==> src/rtl/axi_progmem_wr_pkg.sv <==
// Shared constants for the program-memory AXI4-Lite write slave: B response codes and FSM encodings.
package axi_progmem_wr_pkg;

  localparam logic [1:0] RESP_OKAY   = 2'b00;
  localparam logic [1:0] RESP_SLVERR = 2'b10;

  localparam logic [1:0] ST_IDLE  = 2'd0;
  localparam logic [1:0] ST_WRITE = 2'd1;
  localparam logic [1:0] ST_RESP  = 2'd2;

endpackage

==> src/rtl/axi_progmem_wr_hold.sv <==
// One-entry holding register for a single AXI channel (AW or W) with a registered ready = !held.
module axi_progmem_wr_hold #(
  parameter int W = 32
) (
  input  logic         clk,
  input  logic         rst,
  input  logic         valid_i,
  input  logic [W-1:0] data_i,
  input  logic         clear_i,
  output logic         ready_o,
  output logic         held_o,
  output logic [W-1:0] data_o
);

  logic         held_q, held_d;
  logic         ready_q;
  logic [W-1:0] data_q, data_d;
  logic         capture;

  // clear_i only arrives while held, when ready is low, so clear and capture never overlap.
  assign capture = valid_i & ready_q;

  always_comb begin
    held_d = held_q;
    data_d = data_q;
    if (clear_i) held_d = 1'b0;
    if (capture) begin
      held_d = 1'b1;
      data_d = data_i;
    end
  end

  always_ff @(posedge clk or negedge rst) begin
    if (!rst) begin
      held_q  <= 1'b0;
      ready_q <= 1'b0;
      data_q  <= '0;
    end else begin
      held_q  <= held_d;
      ready_q <= ~held_d;
      data_q  <= data_d;
    end
  end

  assign ready_o = ready_q;
  assign held_o  = held_q;
  assign data_o  = data_q;

endmodule

==> src/rtl/axi_progmem_wr.sv <==
// AXI4-Lite write-only slave committing loader words into the program BRAM write port.
// Optional upper-address range check enabled by defining PROGMEM_RANGE_CHECK_EN.
module axi_progmem_wr
  import axi_progmem_wr_pkg::*;
#(
  parameter int MEM_ADDR_SIZE = 32,
  parameter int DATA_WIDTH    = 32,
  parameter int MEM_DEPTH     = 65536,
  parameter int WORD_AW       = 16
) (
  input  logic                      clk,
  input  logic                      rst,
  input  logic [MEM_ADDR_SIZE-1:0]  axi_awaddr,
  input  logic                      axi_awvalid,
  output logic                      axi_awready,
  input  logic [DATA_WIDTH-1:0]     axi_wdata,
  input  logic [DATA_WIDTH/8-1:0]   axi_wstrb,
  input  logic                      axi_wvalid,
  output logic                      axi_wready,
  input  logic                      b_ready,
  output logic                      b_valid,
  output logic [1:0]                b_response,
  output logic                      mem_we,
  output logic [WORD_AW-1:0]        mem_addr,
  output logic [DATA_WIDTH-1:0]     mem_wdata,
  output logic [DATA_WIDTH/8-1:0]   mem_be,
  output logic [1:0]                dbg_state
);

  localparam int STRB_W = DATA_WIDTH / 8;
  localparam int WD_W   = DATA_WIDTH + STRB_W;

  // Handshake rule for AW, W and B: a transfer happens on a posedge where valid and ready are both high;
  // a valid may wait any number of cycles for ready and is never dropped while waiting.

  logic                     aw_held, w_held, hold_clear;
  logic [MEM_ADDR_SIZE-1:0] aw_addr_h;
  logic [WD_W-1:0]          w_bundle_h;
  logic                     range_err;

  axi_progmem_wr_hold #(.W(MEM_ADDR_SIZE)) u_aw_hold (
    .clk     (clk),
    .rst     (rst),
    .valid_i (axi_awvalid),
    .data_i  (axi_awaddr),
    .clear_i (hold_clear),
    .ready_o (axi_awready),
    .held_o  (aw_held),
    .data_o  (aw_addr_h)
  );

  axi_progmem_wr_hold #(.W(WD_W)) u_w_hold (
    .clk     (clk),
    .rst     (rst),
    .valid_i (axi_wvalid),
    .data_i  ({axi_wstrb, axi_wdata}),
    .clear_i (hold_clear),
    .ready_o (axi_wready),
    .held_o  (w_held),
    .data_o  (w_bundle_h)
  );

`ifdef PROGMEM_RANGE_CHECK_EN
  assign range_err = |aw_addr_h[MEM_ADDR_SIZE-1:WORD_AW+2];
  logic unused_addr_bits;
  assign unused_addr_bits = ^aw_addr_h[1:0];
`else
  // Upper address bits are ignored; the word address wraps modulo MEM_DEPTH.
  assign range_err = 1'b0;
  logic unused_addr_bits;
  assign unused_addr_bits = ^{aw_addr_h[MEM_ADDR_SIZE-1:WORD_AW+2], aw_addr_h[1:0]};
`endif

  logic [1:0]              state_q, state_d;
  logic                    mem_we_q, mem_we_d;
  logic [WORD_AW-1:0]      mem_addr_q, mem_addr_d;
  logic [DATA_WIDTH-1:0]   mem_wdata_q, mem_wdata_d;
  logic [STRB_W-1:0]       mem_be_q, mem_be_d;
  logic                    b_valid_q, b_valid_d;
  logic [1:0]              b_resp_q, b_resp_d;
  logic                    err_q, err_d;

  always_comb begin
    state_d     = state_q;
    mem_we_d    = 1'b0;
    mem_addr_d  = mem_addr_q;
    mem_wdata_d = mem_wdata_q;
    mem_be_d    = mem_be_q;
    b_valid_d   = b_valid_q;
    b_resp_d    = b_resp_q;
    err_d       = err_q;
    hold_clear  = 1'b0;
    case (state_q)
      ST_IDLE: begin
        if (aw_held && w_held) begin
          state_d     = ST_WRITE;
          hold_clear  = 1'b1;
          mem_we_d    = ~range_err;
          mem_addr_d  = aw_addr_h[WORD_AW+1:2] & WORD_AW'(MEM_DEPTH - 1);
          mem_wdata_d = w_bundle_h[DATA_WIDTH-1:0];
          mem_be_d    = w_bundle_h[WD_W-1:DATA_WIDTH];
          err_d       = range_err;
        end
      end
      ST_WRITE: begin
        state_d   = ST_RESP;
        b_valid_d = 1'b1;
        b_resp_d  = err_q ? RESP_SLVERR : RESP_OKAY;
      end
      ST_RESP: begin
        if (b_ready) begin
          state_d   = ST_IDLE;
          b_valid_d = 1'b0;
        end
      end
      default: state_d = ST_IDLE;
    endcase
  end

  always_ff @(posedge clk or negedge rst) begin
    if (!rst) begin
      state_q     <= ST_IDLE;
      mem_we_q    <= 1'b0;
      mem_addr_q  <= '0;
      mem_wdata_q <= '0;
      mem_be_q    <= '0;
      b_valid_q   <= 1'b0;
      b_resp_q    <= RESP_OKAY;
      err_q       <= 1'b0;
    end else begin
      state_q     <= state_d;
      mem_we_q    <= mem_we_d;
      mem_addr_q  <= mem_addr_d;
      mem_wdata_q <= mem_wdata_d;
      mem_be_q    <= mem_be_d;
      b_valid_q   <= b_valid_d;
      b_resp_q    <= b_resp_d;
      err_q       <= err_d;
    end
  end

  assign mem_we     = mem_we_q;
  assign mem_addr   = mem_addr_q;
  assign mem_wdata  = mem_wdata_q;
  assign mem_be     = mem_be_q;
  assign b_valid    = b_valid_q;
  assign b_response = b_resp_q;
  assign dbg_state  = state_q;

endmodule

==> config.mk <==
export PLATFORM = sky130hd
export DESIGN_NAME = axi_progmem_wr
export DESIGN_NICKNAME = d
export VERILOG_FILES = /design/src/rtl/axi_progmem_wr_pkg.sv /design/src/rtl/axi_progmem_wr_hold.sv /design/src/rtl/axi_progmem_wr.sv
export SDC_FILE = /design/constraint.sdc
export NUM_CORES = 1
export LEC_CHECK = 0
export ABC_AREA = 1
export BUFFER_PORTS_ARGS = -buffer_cell sky130_fd_sc_hd__clkbuf_2
export CAP_MARGIN = 20
export CORE_MARGIN = 10
export CORE_UTILIZATION = 46
export CTS_CLUSTER_SIZE = 20
export DETAILED_ROUTE_END_ITERATION = 7
export GPL_ROUTABILITY_DRIVEN = 0
export PLACE_DENSITY = 0.74
export SLEW_MARGIN = 10
export SYNTH_ARGS = -nofsm -noshare
export SYNTH_HDL_FRONTEND = slang
export SYNTH_SLANG_ARGS = --single-unit
==> constraint.sdc <==
create_clock -name clk -period 1.4 [get_ports clk]
set_clock_uncertainty 0.15 [all_clocks]
set_input_delay 0.14 -clock clk [delete_from_list [all_inputs] [get_ports clk]]
set_output_delay 0.14 -clock clk [all_outputs]
set_load 0.02 [all_outputs]
== Word-level counts from Yosys, hierarchy flattened ==
Index checks and enable logic that the tools add are counted.

* Output and inout bits: 60
* Flip-flop bits (word level): 114
* Memories kept: 0
* Memory bits (read-only): 0
* Bits in writable memories: 0
* Word-level logic and storage cells: 37
* Bits in latches: 0

* Bitwise gates (word level): 4
* Shift-type cells: 0
* $lt $le $gt $ge: 0
* Eq/ne operators: 4
* Mux-type cells: 11
* Divide/modulo/power cells: 0
* Reductions and logical operators: 6
* Multiply operators: 0
* $add $sub $neg: 0

{| class="wikitable"
|+ Operators with widths
! cell !! count
|-
| $mux W1 || 7
|-
| $pmux W2 S3 || 1
|-
| $reduce_and A2 Y1 || 3
|-
| $mux W2 || 2
|-
| $ne A2 B2 Y1 const B || 2
|-
| $and A1 B1 Y1 || 2
|-
| $eq A2 B1 Y1 const B || 1
|-
| $eq A2 B2 Y1 const B || 1
|-
| $logic_not A2 Y1 || 1
|-
| $not A1 Y1 || 2
|-
| $pmux W1 S2 || 1
|-
| $reduce_bool A2 Y1 || 1
|-
| $logic_and A1 B1 Y1 || 1
|}

== Logic depth before layout (Yosys ltp) ==
* Depth after elaboration: 6
* Gate-level depth with buffers: 7
* Gate-level depth less buffers: 5

== Hierarchy ==
From an unflattened synthesis, not the netlist that was laid out.

* Cell total of the unflattened synthesis: 558
* Area, all modules: 5245.0 um2

{| class="wikitable"
|+ Modules (own cells, without submodules)
! module !! sequential area each (um2) !! area each (um2) !! instances !! cells each
|-
| axi_progmem_wr || 1401.3 || 2278.4 || 1 || 247
|-
| axi_progmem_wr_hold (u_w_hold) || 950.9 || 1544.0 || 1 || 164
|-
| axi_progmem_wr_hold (u_aw_hold) || 850.8 || 1422.6 || 1 || 147
|}

== Worst setup path after synthesis ==
No wires, ideal clock.

* Kind: register to register
* Start point: register state_q[1] (netlist: dbg_state[1])
* End point: register mem_wdata_q[0] (netlist: mem_wdata[0])
* Setup time: 0.117 ns
* Slack: -0.031 ns
* Data required time: 1.133 ns
* Stages on the path, launching flop included: 7
* Data arrival time: 1.164 ns
* Path buffers: 2
* Path through: dfrtp_1 -> nor2_4 -> nand2_1 -> buf_4 -> buf_4 -> nand2_1 -> nand2_1

* Longest elaborated chain between the ends: 2

{| class="wikitable"
|+ Ends and longest elaborated chain
! element !! line !! RTL
|-
| start: declaration || axi_progmem_wr.sv:74 || <nowiki>logic [1:0] state_q, state_d;</nowiki>
|-
| start signal: assignment || axi_progmem_wr.sv:131 || <nowiki>state_q <= state_d;</nowiki>
|-
| $logic_not A2 Y1 || axi_progmem_wr.sv:93 || <nowiki>case (state_q)</nowiki>
|-
| $reduce_and A2 Y1 (no line) || -- ||
|-
| end signal: assignment || axi_progmem_wr.sv:134 || <nowiki>mem_wdata_q <= mem_wdata_d;</nowiki>
|-
| end: declaration || axi_progmem_wr.sv:77 || <nowiki>logic [DATA_WIDTH-1:0] mem_wdata_q, mem_wdata_d;</nowiki>
|}

No other way between the ends.
A chain may end at the register's enable or synchronous reset.

== Final worst setup path ==
* Start point: register state_q[0] (netlist: dbg_state[0])
* End point: register mem_wdata_q[14] (netlist: mem_wdata[14])

Same word-level chain as after synthesis.

==> results.txt <==
- Run status: finished, final reports clean
- Classification of the worst setup path: reg2reg
- Initial antenna violation count: 2
- Final Total Pwr: 12.7 mW
- After synthesis the cells add up to 4280 um^2.
- VDD sags by at most 1100 uV.
- Setup Slack @ Placement: 0.0152 ns
- Top cells by area, synth: sky130_fd_sc_hd__dfrtp_1 65%, sky130_fd_sc_hd__nand2_1 23%, sky130_fd_sc_hd__nand3_1 6.2%, sky130_fd_sc_hd__buf_2 1.4%, sky130_fd_sc_hd__buf_4 0.88%
- Worst-path cell chain: nor2_4 -> buf_6 -> nand3_1 -> nand2_1
- In the finished design, the share of the clock period the worst path needs comes to 0.952.
- Critical path buffers and inverters: 1
- Sort of element at the end of the critical path: flip-flop
* Clk pin slew, worst setup/hold paths: 0.11 ns
- With fillers left out, the area of the finished cells amounts to 5800 um^2.
- Cell variety after synth: 17
- The share of synthesized area in the top cell type comes to 0.654.
* Max-slew violation count: 0
- Most area-hungry cell type in the Yosys netlist: sky130_fd_sc_hd__dfrtp_1
* Synth Warn #: 0
* Levels on crit path: 4
- Number of placed instances, taps included: 690
- The initial utilization of the core area, before any placement, comes to 0.468.
- Counting flops and latches in the post-synthesis netlist gives 112.
* Maximum clock insertion buffer count: 2
- Detailed Route Iter0 Violations: 177
- CP Data Arrival Time: 1.49 ns
* Met2 WL post-DR: 5590 um
- Counting the fill cells in the layout gives 731.
- Yosys instantiated no cell more often than sky130_fd_sc_hd__nand2_1.
- Once layout is complete, the utilization of the core stands at 0.634.
- Final worst setup slack: 0.0666 ns
* Total number of nets in the final design: 717
- Multi-input logic area: 1330 um^2
- Post-Synthesis Cells: 475
* Die span in x: 116 um
- Area overhead of the layout relative to synthesis: 35.4%
- Depth of the worst hold-timing path: 4
- HPWL after detailed placement: 7480 um
- Tmin final: 1.33 ns
- Summed over all cells, the static leakage comes to 3.28 nW.
- The final number of hold-violating endpoints was 0.
- TritonCTS clock tree: built
* DR vias/cell: 4.82
- Counting flops with a built-in enable in the synthesized netlist gives 0.
- The finished layout holds 762 standard cells, fillers aside.
* Stage delay of the slowest cell on the critical path: 0.45 ns
* Post-Route Setup TNS: 0 ns
- Vias in the first global route: 3867
* Clock buffer count from CTS: 9
- In this run the remaining antenna-violating nets after routing total 0.
* Mean Syn Cell Area: 9.02 um^2
- In this run the worst path has a maximum fanout of 29.
- Entering global routing, the biggest net connects 35 pins.
* Maximum level of the CTS H-tree: 3
* Cell chosen for the clock root: sky130_fd_sc_hd__clkbuf_8
* Average detailed-routed wire length per instance: 14.9 um
- Ratio of cells with drive above 1 in the final layout: 0.236
- Number of top-level design ports: 133
- For this run, the top clock speed supported by timing is 0.750 GHz.
* First-pass GRT wire length: 19000 um
- Sorting the synthesized cells by how often they occur yields 268 x sky130_fd_sc_hd__nand2_1, 112 x sky130_fd_sc_hd__dfrtp_1, 53 x sky130_fd_sc_hd__nand3_1.
- Met1 routed wirelength after detailed routing: 4690 um
- Broken down by cell family, the worst path's largest delay share belongs to flip-flops.
- The worst setup path is launched from a flip-flop.
- After detailed placement, the total cell area comes to 5060 um^2.
- Drt pass-1 iters: 6
- Buffers added on ports: 114
- Number of failing setup endpoints in the final timing report: 0
- In the global route stage, overall resource usage came out at 0.176.
* Overall overflow remaining after global route: 0
- The die is 116 um tall.
- Clock latency at the later pin of the worst-skew pair: 0.36 ns
- In this run the top signal layer used is met4.
- Vias after detailed routing: 3675
- Num Clock Sinks: 112
- Overall routed net length: 11400 um
- Power per unit of standard cell area: 2200 nW/um^2
* Number of rows created at floorplan: 35
- The most used flip-flop cell after synthesis is sky130_fd_sc_hd__dfrtp_1.
- Reported max-cap violation count: 0
- The die covers 13600 um^2.
- Tightest hold margin: 0.0263 ns
- Of the synthesized area, sequential elements account for 0.654.
- STA puts the critical path data required time at 1.56 ns.
- Wire segments on met3 add up to 962 um in the final route.
* Type of the most critical hold path: in2reg
- Share of flip-flops with an asynchronous set or reset after synthesis: 1.00
- The total area inside the core boundary comes to 9150 um^2.
- Cells on worst reg2reg path: 4
- For this run, design rule violations remaining after detail routing come to 0.
- Area of all sequential standard cells: 2810 um^2
- Max stage delay cell, worst path: sky130_fd_sc_hd__dfrtp_2
-- cells in the final DEF (no fill, tap or decap) --
cell type and n:
sky130_fd_sc_hd__nand2_1 267, sky130_fd_sc_hd__clkbuf_2 113, sky130_fd_sc_hd__dfrtp_1 110, sky130_fd_sc_hd__dlygate4sd3_1 54, sky130_fd_sc_hd__nand3_1 53, sky130_fd_sc_hd__clkbuf_8 10
sky130_fd_sc_hd__buf_4 10, sky130_fd_sc_hd__buf_12 6, sky130_fd_sc_hd__inv_1 4, sky130_fd_sc_hd__inv_6 3, sky130_fd_sc_hd__diode_2 2, sky130_fd_sc_hd__inv_2 2
sky130_fd_sc_hd__nand2_2 2, sky130_fd_sc_hd__a21oi_1 2, sky130_fd_sc_hd__conb_1 2, sky130_fd_sc_hd__clkinv_4 2, sky130_fd_sc_hd__dfrtp_2 2, sky130_fd_sc_hd__nor2_4 1
sky130_fd_sc_hd__clkinv_1 1, sky130_fd_sc_hd__nor2_1 1, sky130_fd_sc_hd__o21ai_0 1, sky130_fd_sc_hd__o21bai_1 1, sky130_fd_sc_hd__clkinv_2 1, sky130_fd_sc_hd__buf_6 1
-- where the power goes --
group	total, mW	leakage, nW	switching (mW)	internal (mW)
clock	1.84	0.0977	1.12	0.721
sequential	5.54	1.40	0.834	4.70
combinational	5.36	1.78	3.55	1.82
-- flip-flops by register name (all words and copies together) (netlist names) --
signal             count
u_w_hold.held_o        1
u_w_hold.data_o       36
dbg_state              2
u_aw_hold.data_o      16
u_w_hold.ready_o       1
b_valid                1
mem_we                 1
u_aw_hold.held_o       1
mem_be                 4
u_aw_hold.ready_o      1
mem_wdata             32
mem_addr              16
-- worst reg2reg max path: cells and delay by family (launching register included) --
family                 cells  cell delay (ns)
DFF                        1             0.45
buffers and inverters      1             0.27
and+or+nand+nor            3             0.42
-- cell families after synthesis --
kind of cell | synth area share
compound gates | 0.00526
simple gates | 0.302
other cells | 0.000876
flops | 0.654
buf+inv | 0.0377
-- layout make-up --
| class | count | area share |
|---|---|---|
| well taps | 111 | 0.0239 |
| inverters | 7 | 0.00453 |
| flip-flops and latches | 112 | 0.484 |
| multi-input cells | 330 | 0.228 |
| repair buffers | 184 | 0.226 |
| diodes | 2 | 0.000863 |
| clock buffers | 10 | 0.0237 |
| clock inverters | 6 | 0.00841 |
-- repair_timing --
item	CTS	global route
resized for setup	1	0
setup buffers	0	0
hold buffers	54	0
endpoints found under the hold margin	166	0
endpoints found under the setup margin	1	0
-- final timing paths --
path	from	to	slack, ns
max	dbg_state[0]	mem_wdata[14]	0.07
min	axi_wvalid	u_w_hold.ready_o	0.03
max reg2reg	dbg_state[0]	mem_wdata[14]	0.07
min reg2reg	u_w_hold.held_o	u_w_hold.ready_o	0.33
max in group asynchronous	rst	u_aw_hold.data_o[9]	0.46
min in group asynchronous	rst	mem_addr[1]	0.11
-- routing by layer --
metal | up-vias | GRT usage
li1 | 1807 | -
met1 | 1730 | 0.208
met2 | 126 | 0.298
met3 | 12 | 0.0601
met4 | 0 | 0.0484
met5 | - | 0
Power figures use the tool's default switching activity.
